$ cat config.mk
export PLATFORM = sky130hd
export DESIGN_NAME = core_scoreboard
export DESIGN_NICKNAME = d
export VERILOG_FILES = /design/src/rtl/core_pkg.sv /design/src/rtl/core_scoreboard_popcnt.sv /design/src/rtl/core_scoreboard.sv
export SDC_FILE = /design/constraint.sdc
export NUM_CORES = 1
export LEC_CHECK = 0
export CORE_MARGIN = 2
export CORE_UTILIZATION = 30
export CTS_CLUSTER_DIAMETER = 40
export DETAILED_ROUTE_END_ITERATION = 16
export PLACE_DENSITY = 0.51
export SYNTH_ARGS = -nofsm -noshare
export SYNTH_HDL_FRONTEND = slang
export SYNTH_SLANG_ARGS = --single-unit
$ cat constraint.sdc
create_clock -name i_clk -period 3.74 [get_ports i_clk]
set_clock_uncertainty 0.05 [all_clocks]
set_input_delay 0.748 -clock i_clk [delete_from_list [all_inputs] [get_ports i_clk]]
set_output_delay 0.748 -clock i_clk [all_outputs]
set_load 0.03 [all_outputs]
$ cat src/rtl/core_pkg.sv
// core_pkg: shared core types.
//   reg_idx_t        - architectural register index (x0..x31)
//   rd_src_e         - which unit produces an instruction's destination value
//   scoreboard_cnt_t - per-register pending-write counter at the default depth
package core_pkg;

  localparam int NUM_ARCH_REGS = 32;

  typedef logic [4:0] reg_idx_t;

  typedef enum logic [1:0] {
    RD_FROM_ALU      = 2'd0,
    RD_FROM_MEM_LOAD = 2'd1,
    RD_FROM_MUL      = 2'd2,
    RD_FROM_CSR      = 2'd3
  } rd_src_e;

  // Scoreboard defaults
  localparam int SB_MAX_PENDING = 3;
  localparam int SB_MAX_LOADS   = 4;
  localparam int SB_CNT_W       = $clog2(SB_MAX_PENDING + 1);

  typedef logic [SB_CNT_W-1:0] scoreboard_cnt_t;

endpackage

$ cat src/rtl/core_scoreboard_popcnt.sv
// core_scoreboard_popcnt: counts how many writeback ports retire this cycle
// against one target.
//   i_valid    - per-port retire strobe
//   i_rd       - per-port retired destination
//   i_is_load  - per-port load flag
//   i_idx      - register to match (ignored when i_sel_load)
//   i_sel_load - 1: count valid load retires; 0: count valid retires to i_idx
//   o_cnt      - number of matching ports
module core_scoreboard_popcnt
  import core_pkg::*;
#(
  parameter int NUM_WB_PORTS = 2,
  parameter int CW           = $clog2(NUM_WB_PORTS + 1)
) (
  input  logic                        i_sel_load,
  input  logic [NUM_WB_PORTS-1:0]     i_valid,
  input  reg_idx_t [NUM_WB_PORTS-1:0] i_rd,
  input  logic [NUM_WB_PORTS-1:0]     i_is_load,
  input  reg_idx_t                    i_idx,
  output logic [CW-1:0]               o_cnt
);

  always_comb begin
    o_cnt = '0;
    for (int p = 0; p < NUM_WB_PORTS; p++) begin
      if (i_valid[p] && (i_sel_load ? i_is_load[p] : (i_rd[p] == i_idx)))
        o_cnt = o_cnt + CW'(1);
    end
  end

endmodule

$ cat src/rtl/core_scoreboard.sv
// core_scoreboard: register write-pending scoreboard.
// Tracks how many writes are in flight to each of x1..x31 and how many
// memory loads are in flight overall. Issue is throttled when a register's
// counter is full or the load budget is exhausted.
//   i_clk, i_rst     - clock, synchronous active-high reset
//   i_flush          - drop all in-flight tracking (underflow flag kept)
//   i_issue_*        - issue request (valid/rd/source); o_issue_ready accepts
//   i_wb_*           - per-port retire strobe/destination/load flag
//   i_rs_idx         - per-port source lookup; o_rs_busy reports pending
//   o_load_pending   - any load in flight
//   o_idle           - nothing in flight
//   o_underflow      - sticky: a retire had no matching pending write
module core_scoreboard
  import core_pkg::*;
#(
  parameter int NUM_RD_PORTS = 2,
  parameter int NUM_WB_PORTS = 2,
  parameter int MAX_PENDING  = SB_MAX_PENDING,
  parameter int MAX_LOADS    = SB_MAX_LOADS
) (
  input  logic                        i_clk,
  input  logic                        i_rst,
  input  logic                        i_flush,
  input  logic                        i_issue_valid,
  input  reg_idx_t                    i_issue_rd,
  input  rd_src_e                     i_issue_rd_src,
  output logic                        o_issue_ready,
  input  logic [NUM_WB_PORTS-1:0]     i_wb_valid,
  input  reg_idx_t [NUM_WB_PORTS-1:0] i_wb_rd,
  input  logic [NUM_WB_PORTS-1:0]     i_wb_is_load,
  input  reg_idx_t [NUM_RD_PORTS-1:0] i_rs_idx,
  output logic [NUM_RD_PORTS-1:0]     o_rs_busy,
  output logic                        o_load_pending,
  output logic                        o_idle,
  output logic                        o_underflow
);

  localparam int CNT_W = $clog2(MAX_PENDING + 1);
  localparam int LD_W  = $clog2(MAX_LOADS + 1);
  localparam int RET_W = $clog2(NUM_WB_PORTS + 1);

  // Registered state; x0 has no counter.
  logic [31:1][CNT_W-1:0] r_cnt;
  logic [LD_W-1:0]        r_loads;
  logic                   r_underflow;

  // Combinational next state
  logic [31:1][RET_W-1:0] w_ret;
  logic [RET_W-1:0]       w_load_ret;
  logic [31:1][CNT_W-1:0] w_next;
  logic [LD_W-1:0]        w_next_loads;
  logic                   w_uflow;
  logic                   w_fire;
  logic                   w_load_fire;
  logic [31:0][CNT_W-1:0] w_cnt_full;
  logic                   w_rd_full;
  logic                   w_loads_full;

  // Per-register retire counters
  for (genvar g = 1; g < 32; g++) begin : g_reg_pop
    core_scoreboard_popcnt #(
      .NUM_WB_PORTS (NUM_WB_PORTS),
      .CW           (RET_W)
    ) u_pop (
      .i_sel_load (1'b0),
      .i_valid    (i_wb_valid),
      .i_rd       (i_wb_rd),
      .i_is_load  (i_wb_is_load),
      .i_idx      (5'(g)),
      .o_cnt      (w_ret[g])
    );
  end

  // Load retire counter
  core_scoreboard_popcnt #(
    .NUM_WB_PORTS (NUM_WB_PORTS),
    .CW           (RET_W)
  ) u_load_pop (
    .i_sel_load (1'b1),
    .i_valid    (i_wb_valid),
    .i_rd       (i_wb_rd),
    .i_is_load  (i_wb_is_load),
    .i_idx      ('0),
    .o_cnt      (w_load_ret)
  );

  // Slot 0 reads as an always-empty counter so x0 lookups are never busy.
  assign w_cnt_full = {r_cnt, CNT_W'(0)};

  // Ready looks only at registered state: a same-cycle retire never opens it.
  assign w_rd_full    = (i_issue_rd != '0) &&
                        (w_cnt_full[i_issue_rd] == CNT_W'(MAX_PENDING));
  assign w_loads_full = (i_issue_rd_src == RD_FROM_MEM_LOAD) &&
                        (r_loads == LD_W'(MAX_LOADS));
  assign o_issue_ready = !w_rd_full && !w_loads_full;

  assign w_fire      = i_issue_valid && o_issue_ready;
  assign w_load_fire = w_fire && (i_issue_rd_src == RD_FROM_MEM_LOAD);

  // next = count + fire - retires, clamped at zero with underflow raised.
  // Fire is blocked at MAX, so the sum never exceeds the counter range.
  always_comb begin
    int s;
    w_uflow      = 1'b0;
    w_next       = '0;
    w_next_loads = '0;
    for (int r = 1; r < 32; r++) begin
      s = int'(r_cnt[r]) + ((w_fire && (i_issue_rd == 5'(r))) ? 1 : 0)
          - int'(w_ret[r]);
      if (s < 0) begin
        w_uflow   = 1'b1;
        w_next[r] = '0;
      end else begin
        w_next[r] = CNT_W'(s);
      end
    end
    s = int'(r_loads) + (w_load_fire ? 1 : 0) - int'(w_load_ret);
    if (s < 0) begin
      w_uflow      = 1'b1;
      w_next_loads = '0;
    end else begin
      w_next_loads = LD_W'(s);
    end
  end

  always_ff @(posedge i_clk) begin
    if (i_rst) begin
      r_cnt       <= '0;
      r_loads     <= '0;
      r_underflow <= 1'b0;
    end else if (i_flush) begin
      // Flush discards the whole cycle's activity but keeps the error flag.
      r_cnt   <= '0;
      r_loads <= '0;
    end else begin
      r_cnt   <= w_next;
      r_loads <= w_next_loads;
      if (w_uflow) r_underflow <= 1'b1;
    end
  end

  always_comb begin
    o_rs_busy = '0;
    for (int p = 0; p < NUM_RD_PORTS; p++)
      o_rs_busy[p] = (w_cnt_full[i_rs_idx[p]] != '0);
  end

  assign o_load_pending = (r_loads != '0);
  assign o_idle         = (r_cnt == '0) && (r_loads == '0);
  assign o_underflow    = r_underflow;

endmodule

==> out/results.ini <==
[sta]
tightest_slew_ps = 690
relSlewSlack_pct = 54.0
hold_viol = 0
hold_ws_ps = 564
setup_viol = 0
rsz0062_at_grt = true
finalWorstSetupSlack_ps = 23.6
min_period_over_period_pct = 99.4
fmax_ghz = 0.269
fin_crit_ps = 3720
slew_violations = 0

[finish]
drive_gt1_share_pct = 28.9
antenna_cells = 0
finalInstanceArea_um2 = 10400
fin_cells = 1434
areaGrowthSynthToFinish_pct = 42.8
final_util_pct = 44.0
nets = 1306

[setup_path]
crit_family = buffers and inverters
cp_slowest_cell = fa_1
path_class = input port to flip-flop
critPathMaxFanout = 9
crit_buf_inv = 6
slowest_delay_ps = 490
path_common_cell = buf_4
endpoint_kind = flip-flop
crit_arrival_ps = 3880
crit_chain = buf_6, bufbuf_16, buf_4, mux2i_1, a22oi_1, nand3_1, a211o_1, buf_12, nand4_1, ha_1, inv_1, fa_1, nand2_1, nor2_4, o22ai_1, nor4_1, buf_4, a41oi_2
worstPathRequired_ps = 3900
startpoint_type = input port

[placement]
pre_cts_ws_ps = -813
dp_cells = 1406
dpl.hpwl_um = 21500
place_congestion = 0.935
portBuffers = 40
dpl_cell_area_um2 = 9770

[floorplanning]
initial_core_util_pct = 30.8
ios = 41
num_rows = 56
core_area_um2 = 23600
die_x_um = 160
die_h_um = 160
dieArea_um2 = 25500

[yosys]
syn-num-nets = 1042
netlist_instances = 846
async_flop_share_pct = 0
yosysWarnings = 0
synth-edff-count = 0
synthFlopType = dfxtp_1
ys_top_cells_by_area = ha_1 (22%), dfxtp_1 (18%), fa_1 (8.8%), nor2_1 (7.0%), inv_1 (5.4%)
netlist_area_um2 = 7280
synth_top_area_share_pct = 22.2
yosysTopAreaCell = ha_1
yosysUniqueCellTypes = 47
ys_seq_area_share_pct = 18.2
synth_area_per_cell_um2 = 8.60
synth.ff_latch_count = 66

[drt]
drt_wl_total_um = 26300
num_vias = 7123
drt-initial-drc-count = 547
ant_nets = 0
wl_per_cell_um = 18.3
routed_via_density = 4.97
route.detailed.drc = 0
first_pass_iters = 7

[cts]
hold_buffers = 0
clkTransAtPathRegs_ps = 50
clockBufferDepth = 2
cts_buffers = 9
cts_tree = yes
cts-root-buf = clkbuf_16
clk_latency_ps = 350
cts_sinks = 66
cts_max_level = 3

[grt]
antenna_found_initial = 0
grt_max_degree = 64
grt_pass1_vias = 7163
grt.overflow.total = 0
grt_usage_pct = 21.1
grt_first_pass_wirelength_um = 41100

[pwr]
p_switching_uw = 627
ir_drop_v = 0.000196
power_density_nw_per_um2 = 214
clockPowerShare_pct = 44.8
p_int_uw = 1600
seqPwrFrac_pct = 32.7
comb_power_share_pct = 22.5
p_leak_uw = 0.00552
p_sw_share_pct = 28.1

[flow_run]
maxCapViolations = 0

[run_status]
status = finished, final reports clean

[hold_path]
hold_path_class = flip-flop to flip-flop

==> layout by cell type, fill, tap and decap left out, types with 4 or more instances in the layout <==
| cell | netlist | final |
|---|---|---|
| a211oi_1 | 5 | 4 |
| a21oi_1 | 9 | 9 |
| and2_1 | 4 | 4 |
| and3_1 | 38 | 38 |
| buf_12 | 0 | 8 |
| buf_4 | 3 | 236 |
| buf_6 | 4 | 6 |
| clkbuf_16 | 0 | 9 |
| clkdlybuf4s50_1 | 0 | 30 |
| dfxtp_1 | 66 | 66 |
| fa_1 | 32 | 31 |
| ha_1 | 129 | 126 |
| inv_1 | 104 | 103 |
| mux2i_1 | 19 | 19 |
| mux4_2 | 17 | 17 |
| nand2_1 | 51 | 50 |
| nand2b_1 | 9 | 9 |
| nand3_1 | 17 | 17 |
| nand4_1 | 36 | 36 |
| nand4b_1 | 4 | 4 |
| nor2_1 | 135 | 120 |
| nor2_2 | 0 | 13 |
| nor2b_1 | 10 | 9 |
| nor3_1 | 12 | 12 |
| o211a_1 | 27 | 27 |
| o22ai_1 | 12 | 9 |
| xor2_1 | 31 | 31 |
==> Yosys cell counts (all sizes together), types with 3 or more instances <==
master / instances
dfxtp: 66
nor4: 6
and2: 5
nor3: 12
a211oi: 5
ha: 129
o21ai: 5
nor2: 135
a22oi: 3
a211o: 3
inv: 104
mux4: 20
and3: 38
xor2: 31
nand2b: 9
nor2b: 10
o211a: 27
a21oi: 9
o22ai: 12
mux2i: 19
nand4: 36
nand4b: 4
nand2: 51
a31oi: 3
fa: 32
o21bai: 3
clkbuf: 23
nand3: 17
buf: 11
==> path summary, 6_finish.rpt <==
kind | start | end | slack [ps] | cells after the start
worst max-delay path | i_issue_rd[1] | o_underflow | 20 | 18
worst min-delay path | o_underflow | o_underflow | 560 | 3
worst max register to register | r_cnt[18] | o_underflow | 280 | 15
worst min register to register | o_underflow | o_underflow | 560 | 3
==> registers in the layout, summed over array words and instances (netlist names) <==
signal       flops
r_loads          3
o_underflow      1
r_cnt           62
==> logic make-up (layout without fill, tap and decap cells) <==
logic type,after synthesis,count (layout),synth area share [%]
AND/OR/NAND/NOR,330,330,21.7
adder cells (fa/ha/maj),161,161,31.0
buffers and inverters,138,407,7.72
AO/OA/AOI/OAI,81,81,8.75
flip-flops,66,66,18.2
multiplexers,39,39,8.96
XOR/XNOR,31,31,3.73
==> per-stage QoR <==
stage	total power (uW)	TNS (ps)
CTS	2230	0
floorplan	968	0
detailed placement	1210	-22560
global route	2310	-130
finish	2230	0
global placement	1210	-20620
==> worst reg2reg max path, cell delays in order (launching register included) <==
cell	delay, ps
dfxtp_1	450
mux2i_1	140
a211oi_2	200
o211ai_1	110
a2111o_1	440
buf_4	170
nand4_1	160
ha_1	170
inv_1	40
fa_1	490
nand2_1	60
nor2_1	140
o22ai_1	130
nor4_1	280
buf_4	190
a41oi_2	110
==> timing repair <==
item	4_1_cts	5_1_grt
cloned	2	0
buffers inserted	11	2
hold endpoints to repair	0	0
pin swaps	19	17
resized for setup	41	24
setup endpoints to repair	30	3
==> power by group through the flow <==
stage	logic (uW)	registers, uW	clock network, uW
5_1_grt	541	729	1040
6_report	500	728	998
4_1_cts	490	728	1010
2_1_floorplan	227	741	0
3_5_place_dp	471	744	0
3_3_place_gp	471	744	0
==> layout make-up <==
class,instances,area [um2]
Multi-Input combinational cell,642,5530
Clock buffer,12,267
Fill cell,2351,13200
Timing Repair Buffer,287,2410
Sequential cell,66,1320
Tap cell,319,399
Clock inverter,4,72.6
Inverter,104,390
==> routing by layer <==
layer | wire length [um] | global-route usage, %
met5 | 0 | 0
met4 | 542 | 5.17
met3 | 1170 | 2.57
met2 | 12500 | 36.0
met1 | 12100 | 28.5
Power figures use the tool's default switching activity.
